$ cat config.mk
export PLATFORM = sky130hd
export DESIGN_NAME = cl_decode_stage
export DESIGN_NICKNAME = d
export VERILOG_FILES = /design/src/rtl/cl_decode_stage_pkg.sv /design/src/rtl/cl_scoreboard.sv /design/src/rtl/cl_decode_stage.sv
export SDC_FILE = /design/constraint.sdc
export NUM_CORES = 1
export LEC_CHECK = 0
export ABC_AREA = 1
export ABC_CLOCK_PERIOD_IN_PS = 2700
export CAP_MARGIN = 10
export CORE_MARGIN = 2
export CORE_UTILIZATION = 40
export CTS_CLUSTER_DIAMETER = 50
export DETAILED_ROUTE_END_ITERATION = 16
export DONT_BUFFER_PORTS = 1
export RECOVER_POWER = 50
export SLEW_MARGIN = 30
export SYNTH_ARGS = -nofsm -noshare
export SYNTH_HDL_FRONTEND = slang
export SYNTH_HIERARCHICAL = 1
export SYNTH_SLANG_ARGS = --single-unit
$ cat constraint.sdc
create_clock -name clk -period 2.7 [get_ports clk]
set_input_delay 0.135 -clock clk [delete_from_list [all_inputs] [get_ports clk]]
set_output_delay 0.135 -clock clk [all_outputs]
set_load 0.03 [all_outputs]
$ cat src/rtl/cl_decode_stage_pkg.sv
// Shared definitions for the decode stage: opcode patterns, instruction and
// decode records, stage state encoding, and the opcode-class decode function.
package cl_decode_stage_pkg;

   // Register fields in the instruction word are fixed-width; the stage
   // parameter RF_ADDR_W selects how many low bits address the register file.
   localparam int unsigned kInstrRegW = 6;

   typedef enum logic [5:0] {
      kADDU  = 6'd0,
      kSUBU  = 6'd1,
      kSLLV  = 6'd2,
      kSRAV  = 6'd3,
      kSRLV  = 6'd4,
      kAND   = 6'd5,
      kOR    = 6'd6,
      kNOR   = 6'd7,
      kSLT   = 6'd8,
      kSLTU  = 6'd9,
      kMOV   = 6'd10,
      kBAR   = 6'd11,
      kWAIT  = 6'd12,
      kBEQZ  = 6'd13,
      kBNEQZ = 6'd14,
      kBGTZ  = 6'd15,
      kBLTZ  = 6'd16,
      kJALR  = 6'd17,
      kLW    = 6'd18,
      kLBU   = 6'd19,
      kSW    = 6'd20,
      kSB    = 6'd21,
      kNOP   = 6'd22
   } opcode_e;

   typedef struct packed {
      opcode_e                opcode;
      logic [kInstrRegW-1:0]  rd;
      logic [kInstrRegW-1:0]  rs_imm;
   } instruction_s;

   typedef struct packed {
      logic                   is_load;
      logic                   op_writes_rf;
      logic                   is_store;
      logic                   is_mem;
      logic                   is_byte;
      logic [kInstrRegW-1:0]  rd;
      logic [kInstrRegW-1:0]  rs;
   } decode_s;

   typedef enum logic {
      S_EMPTY = 1'b0,
      S_FULL  = 1'b1
   } dec_state_e;

   // With byte ops disabled, LBU/SB lose their memory classification.
   function automatic decode_s decode_instr(input instruction_s instr,
                                            input logic byte_ops_en);
      decode_s d;
      d      = '0;
      d.rd   = instr.rd;
      d.rs   = instr.rs_imm;
      case (instr.opcode)
         kLW:  d.is_load = 1'b1;
         kLBU: begin
            d.is_load = byte_ops_en;
            d.is_byte = byte_ops_en;
         end
         kSW:  d.is_store = 1'b1;
         kSB:  begin
            d.is_store = byte_ops_en;
            d.is_byte  = byte_ops_en;
         end
         default: ;
      endcase
      d.is_mem = d.is_load | d.is_store;
      case (instr.opcode)
         kADDU, kSUBU, kSLLV, kSRAV, kSRLV, kAND, kOR, kNOR, kSLT, kSLTU,
         kMOV, kJALR, kLW, kLBU, kNOP: d.op_writes_rf = 1'b1;
         default: ;
      endcase
      return d;
   endfunction

endpackage

$ cat src/rtl/cl_scoreboard.sv
// In-flight load tracker: one pending bit per register, a saturating count of
// outstanding loads, and a sticky error flag for bookkeeping violations.
module cl_scoreboard #(
   parameter int unsigned RF_ADDR_W   = 6,
   parameter int unsigned MAX_PENDING = 2
) (
   input  logic                                clk,
   input  logic                                rst_n,
   input  logic                                issue_v,
   input  logic [RF_ADDR_W-1:0]                issue_rd,
   input  logic                                retire_v,
   input  logic [RF_ADDR_W-1:0]                retire_rd,
   output logic [2**RF_ADDR_W-1:0]             pending,
   output logic [$clog2(MAX_PENDING+1)-1:0]    count,
   output logic                                retire_ok,
   output logic                                err
);

   localparam int unsigned CNT_W = $clog2(MAX_PENDING + 1);
   localparam int unsigned NREGS = 2**RF_ADDR_W;

   logic [NREGS-1:0]  pending_q, pending_d;
   logic [CNT_W-1:0]  cnt_q, cnt_d;
   logic              err_q, err_d;

   assign retire_ok = retire_v && pending_q[retire_rd];

   // NOTE: every variable this block writes gets its default first, so no path
   // leaves one unassigned and no latch is inferred.
   always_comb begin
      pending_d = pending_q;
      cnt_d     = cnt_q;
      err_d     = err_q;
      if (retire_v && !retire_ok) err_d = 1'b1;
      // Retire clears before issue sets, so a same-cycle reuse of rd ends set.
      if (retire_ok) pending_d[retire_rd] = 1'b0;
      if (issue_v)   pending_d[issue_rd]  = 1'b1;
      case ({issue_v, retire_ok})
         2'b10: begin
            if (cnt_q == CNT_W'(MAX_PENDING)) err_d = 1'b1;
            else                              cnt_d = cnt_q + CNT_W'(1);
         end
         2'b01: begin
            if (cnt_q == '0) err_d = 1'b1;
            else             cnt_d = cnt_q - CNT_W'(1);
         end
         default: ;
      endcase
   end

   // NOTE: state registers use non-blocking assignments so every flop samples
   // pre-edge values regardless of block ordering.
   // NOTE: the pending vector is reset like any control flop: a stale bit would
   // stall the pipeline forever, so it cannot be left uninitialised like RAM.
   always_ff @(posedge clk or negedge rst_n) begin
      if (!rst_n) begin
         pending_q <= '0;
         cnt_q     <= '0;
         err_q     <= 1'b0;
      end else begin
         pending_q <= pending_d;
         cnt_q     <= cnt_d;
         err_q     <= err_d;
      end
   end

   assign pending = pending_q;
   assign count   = cnt_q;
   assign err     = err_q;

endmodule

$ cat src/rtl/cl_decode_stage.sv
// Registered decode stage with load-use hazard detection and a bounded count
// of loads in flight between hand-off and retire.
module cl_decode_stage
   import cl_decode_stage_pkg::*;
#(
   parameter int unsigned RF_ADDR_W   = 6,
   parameter int unsigned MAX_PENDING = 2,
   parameter int unsigned BYTE_OPS_EN = 1
) (
   input  logic                              clk,
   input  logic                              n_reset_i,
   input  logic                              instr_v_i,
   input  instruction_s                      instruction_i,
   output logic                              instr_ready_o,
   input  logic                              flush_i,
   output logic                              dec_v_o,
   input  logic                              dec_ready_i,
   output decode_s                           dec_o,
   input  logic                              load_done_v_i,
   input  logic [RF_ADDR_W-1:0]              load_done_rd_i,
   output logic [$clog2(MAX_PENDING+1)-1:0]  pending_cnt_o,
   output logic                              hazard_o,
   output logic                              err_o
);

   localparam int unsigned CNT_W = $clog2(MAX_PENDING + 1);

   dec_state_e                state_q, state_d;
   decode_s                   dec_q;
   decode_s                   offered;
   logic                      full;
   logic                      accept;
   logic                      issue_v;
   logic                      retire_ok;
   logic                      cap_block;
   logic                      pend_hit;
   logic                      stage_hit;
   logic [2**RF_ADDR_W-1:0]   pending;
   logic [RF_ADDR_W-1:0]      off_rd, off_rs, held_rd;

   assign offered = decode_instr(instruction_i, BYTE_OPS_EN != 0);
   assign full    = (state_q == S_FULL);
   assign off_rd  = instruction_i.rd[RF_ADDR_W-1:0];
   assign off_rs  = instruction_i.rs_imm[RF_ADDR_W-1:0];
   assign held_rd = dec_q.rd[RF_ADDR_W-1:0];

   // A load leaves the stage (and starts being tracked) on the output handshake,
   // independent of any flush in the same cycle.
   assign issue_v = full && dec_ready_i && dec_q.is_load;

   cl_scoreboard #(
      .RF_ADDR_W   (RF_ADDR_W),
      .MAX_PENDING (MAX_PENDING)
   ) u_scoreboard (
      .clk       (clk),
      .rst_n     (n_reset_i),
      .issue_v   (issue_v),
      .issue_rd  (held_rd),
      .retire_v  (load_done_v_i),
      .retire_rd (load_done_rd_i),
      .pending   (pending),
      .count     (pending_cnt_o),
      .retire_ok (retire_ok),
      .err       (err_o)
   );

   assign pend_hit  = pending[off_rs] || pending[off_rd];
   assign stage_hit = full && dec_q.is_load && (held_rd == off_rs || held_rd == off_rd);
   assign hazard_o  = n_reset_i && instr_v_i && (pend_hit || stage_hit);

   // A same-cycle retire frees the slot a new load would otherwise wait for.
   assign cap_block = offered.is_load && (pending_cnt_o == CNT_W'(MAX_PENDING)) && !retire_ok;

   assign instr_ready_o = n_reset_i && !hazard_o && !flush_i
                          && (!full || dec_ready_i) && !cap_block;
   assign accept        = instr_v_i && instr_ready_o;

   always_comb begin
      state_d = state_q;
      case (state_q)
         S_EMPTY: if (accept) state_d = S_FULL;
         S_FULL: begin
            if (flush_i)                      state_d = S_EMPTY;
            else if (dec_ready_i && !accept)  state_d = S_EMPTY;
         end
         default: state_d = S_EMPTY;
      endcase
   end

   always_ff @(posedge clk or negedge n_reset_i) begin
      if (!n_reset_i) state_q <= S_EMPTY;
      else            state_q <= state_d;
   end

   // The held decode only changes on accept, which keeps it stable under stall.
   always_ff @(posedge clk or negedge n_reset_i) begin
      if (!n_reset_i)  dec_q <= '0;
      else if (accept) dec_q <= offered;
   end

   assign dec_v_o = full;
   assign dec_o   = dec_q;

endmodule

==> results_dict.tcl <==
set metrics [dict create \
    ff2ff_setup_slack_ns 0.27 \
    ys_async_sr_fraction_pct 100 \
    start_util_pct 40.7 \
    status "finished, violations left" \
    wl_mm 26.5 \
    n_fill_cell 1771 \
    viasPerCell 5.64 \
    vias 7599 \
    r2r_cells 18 \
    syn_avg_cell_area_um2 6.07 \
    route.detailed.drc 0 \
    cp.required_ns 2.57 \
    cts_buffer_depth 2 \
    postRouteAntennaNets 0 \
    grt_pass1_vias 6714 \
    min_path_type "in2reg" \
    ys_ff_latch 85 \
    rsz0062_at_grt "no" \
    power.total_mw 3.66 \
    routed-wl-met2_mm 11.7 \
    cts_tree "built" \
    hold_violations 0 \
    r2r-start "u_scoreboard/pending[5]" \
    drive_gt1_share_pct 7.09 \
    grt_pass1_wl_mm 40.6 \
    die_y_um 134 \
    syn2layout_area_growth_pct 10.7 \
    r2r_end "held_rd[3]" \
    setup_viol 0 \
    crit_arrival_ns 2.41 \
    whs_ns 0.0217 \
    synth_edf_count 0 \
    synth_nets 1141 \
    grt_overflow 0 \
    ys_warn_count 6 \
    synth_ff_type "dfrtp_1" \
    hold_path.startpoint "load_done_v_i" \
    tightestPinTransition_ns 2.04 \
    clkSinkCount 85 \
    fp.dieArea_um2 17900 \
    synth.yosys.seq_area_share_pct 31.6 \
    yosysUniqueCellTypes 38 \
    coreArea_um2 16500 \
    vdd_drop_max_mv 0.381 \
    syn_area_um2 6730 \
    clock-root-buffer "clkbuf_16" \
    row_count 47 \
    gp_congestion 0.918 \
    dp_hpwl_mm 16.6 \
    min_to "u_scoreboard/err" \
    die_w_um 134 \
    wire_per_inst_um 19.6 \
    cts.reportedPaths.clkPinSlew_ns 0.07 \
    top_layer_used "met4" \
    wl_met1_mm 10.9 \
    min_path_cells 2 \
    wl_met3_mm 2.72 \
    grt_usage_pct 29.9 \
    post-route-period-util_pct 94.4 \
    skew_ns 0.00960 \
    cts_made_buffers 9 \
    path_max_fanout 4 \
    fin_crit_ns 2.55 \
    seq_area_um2 2130 \
    drt_iter0_drc 948 \
    ios 53 \
    slowest_stage "dfrtp_1" \
    layout.nets 1155 \
    end_kind "primary output" \
    utilization_pct 45.0 \
    synthCells 1109 \
    slew_headroom_pct -36.2 \
    drv_slew 86 \
    diodes 0 \
    io_buffers 0 \
    multi_input_area_um2 3950 \
    crit_type "reg2out" \
    grt_max_degree 86 \
    leakagePower_nw 3.64 \
    first_pass_iters 6 \
    max_stage_delay_ns 0.41 \
    ctsHtreeMaxLevel 3 \
    p_per_area_nw_per_um2 492 \
    maxCapViolations 1 \
    critPathLaunchType "register" \
    clock.fmax_ghz 0.392 \
    antenna_found_initial 0 \
    clock_latency_ns 0.36 \
    violations "max-capacitance violations, max-slew violations" \
    path_cells "or2_1 -> nand3_1 -> nand2_1 -> o21ai_2 -> nand2_1 -> nor2_2 -> nand2_2 -> nand2_2 -> inv_2 -> nor3b_4 -> a2111oi_4 -> and2_1 -> buf_6" \
    tns_ns 0 \
]
==> state kept, by name, indices dropped and copies added (netlist names) <==
register / count
dec_o: 11
dec_v_o: 1
held_rd: 6
u_scoreboard/count: 2
u_scoreboard/err: 1
u_scoreboard/pending: 64
==> cell type report <==
cell class	count	share of cell area (%)
tap	220	3.70
sequential	85	28.6
clock inverter	6	1.16
multi-input combinational	901	53.1
inverter	68	3.51
timing repair buffer	58	6.88
clock buffer	10	3.08
==> power breakdown <==
group | switching [mW] | internal [mW]
Combinational | 0.520 | 0.225
Clock | 0.565 | 0.812
Sequential | 0.202 | 1.34
==> worst max path at each step <==
stage,startpoint,endpoint,slack (ns),cells past startpoint
finish,u_scoreboard/pending[16],instr_ready_o,0.15,13
global route,u_scoreboard/pending[10],instr_ready_o,0.02,16
CTS,u_scoreboard/pending[36],instr_ready_o,0.05,13
detailed placement,u_scoreboard/pending[5],dec_o[15],0.20,17
global placement,u_scoreboard/pending[5],dec_o[0],0.26,17
floorplan,load_done_rd_i[2],held_rd[5],0.20,17
==> layout by cell type (no fill, tap or decap), types with 5 or more instances in the layout <==
master         instances
nor2_1                86
dlygate4sd3_1         17
nand4_1               22
inv_2                  5
nor4_1                 8
nor3_1                23
buf_4                 37
inv_1                 58
nand2_1              523
nand3_1              186
dfrtp_1               85
clkbuf_16              9
or2_1                  6
==> cell usage after synthesis (2+ instances only) <==
master	count	area share, %
inv_2	4	0.22
buf_1	4	0.22
buf_6	24	4.0
buf_4	3	0.33
inv_1	59	3.3
o211ai_1	4	0.45
xor2_1	4	0.52
clkbuf_1	5	0.28
buf_2	19	1.4
clkinv_1	2	0.11
dfrtp_1	85	32
or2_1	6	0.56
a21oi_1	4	0.30
o21ai_0	3	0.22
o22ai_1	2	0.19
ha_1	2	0.37
nor3_1	23	1.7
nand3_1	186	14
nor4_1	8	0.74
inv_4	2	0.19
nor2_1	87	4.9
o21ai_1	7	0.52
nor2_2	2	0.19
nand4_1	22	2.0
xnor2_1	4	0.52
nand2_1	526	29
==> logic make-up after synthesis <==
group / after synthesis / synth area share (%)
adder cells (fa/ha/maj): 2 / 0.372
AO/OA/AOI/OAI: 25 / 2.70
XOR/XNOR: 8 / 1.04
flip-flops: 85 / 31.6
buffers and inverters: 123 / 10.2
AND/OR/NAND/NOR: 866 / 54.1
==> worst max-delay path: cells and delay by family, from the launching register on <==
family	cells	cell delay, ns
buf+inv	2	0.18
simple gates	9	1.16
compound gates	2	0.29
flops	1	0.41
==> per-stage QoR <==
step	cells	worst slack, ns	cell area [um2]
4_1_cts	1343	0.0497	7400
3_5_place_dp	1307	0.198	6840
2_1_floorplan	1109	0.204	6730
5_1_grt	1348	0.0168	7440
6_report	1348	0.151	7440
3_3_place_gp	1307	0.260	6840
==> metal layers <==
layer,vias up,global-route usage (%)
met4,0,13.9
met1,3546,41.6
li1,3574,-
met2,412,44.1
met5,-,0
met3,67,6.89
==> repair_timing <==
action                     4_1_cts  5_1_grt
gates cloned                     0        0
resized for setup                3        8
pin swaps                        2        4
buffers inserted                 1        5
hold buffers                    19        0
hold endpoints to repair       167        0
setup endpoints to repair        1       20
Power figures use the tool's default switching activity.
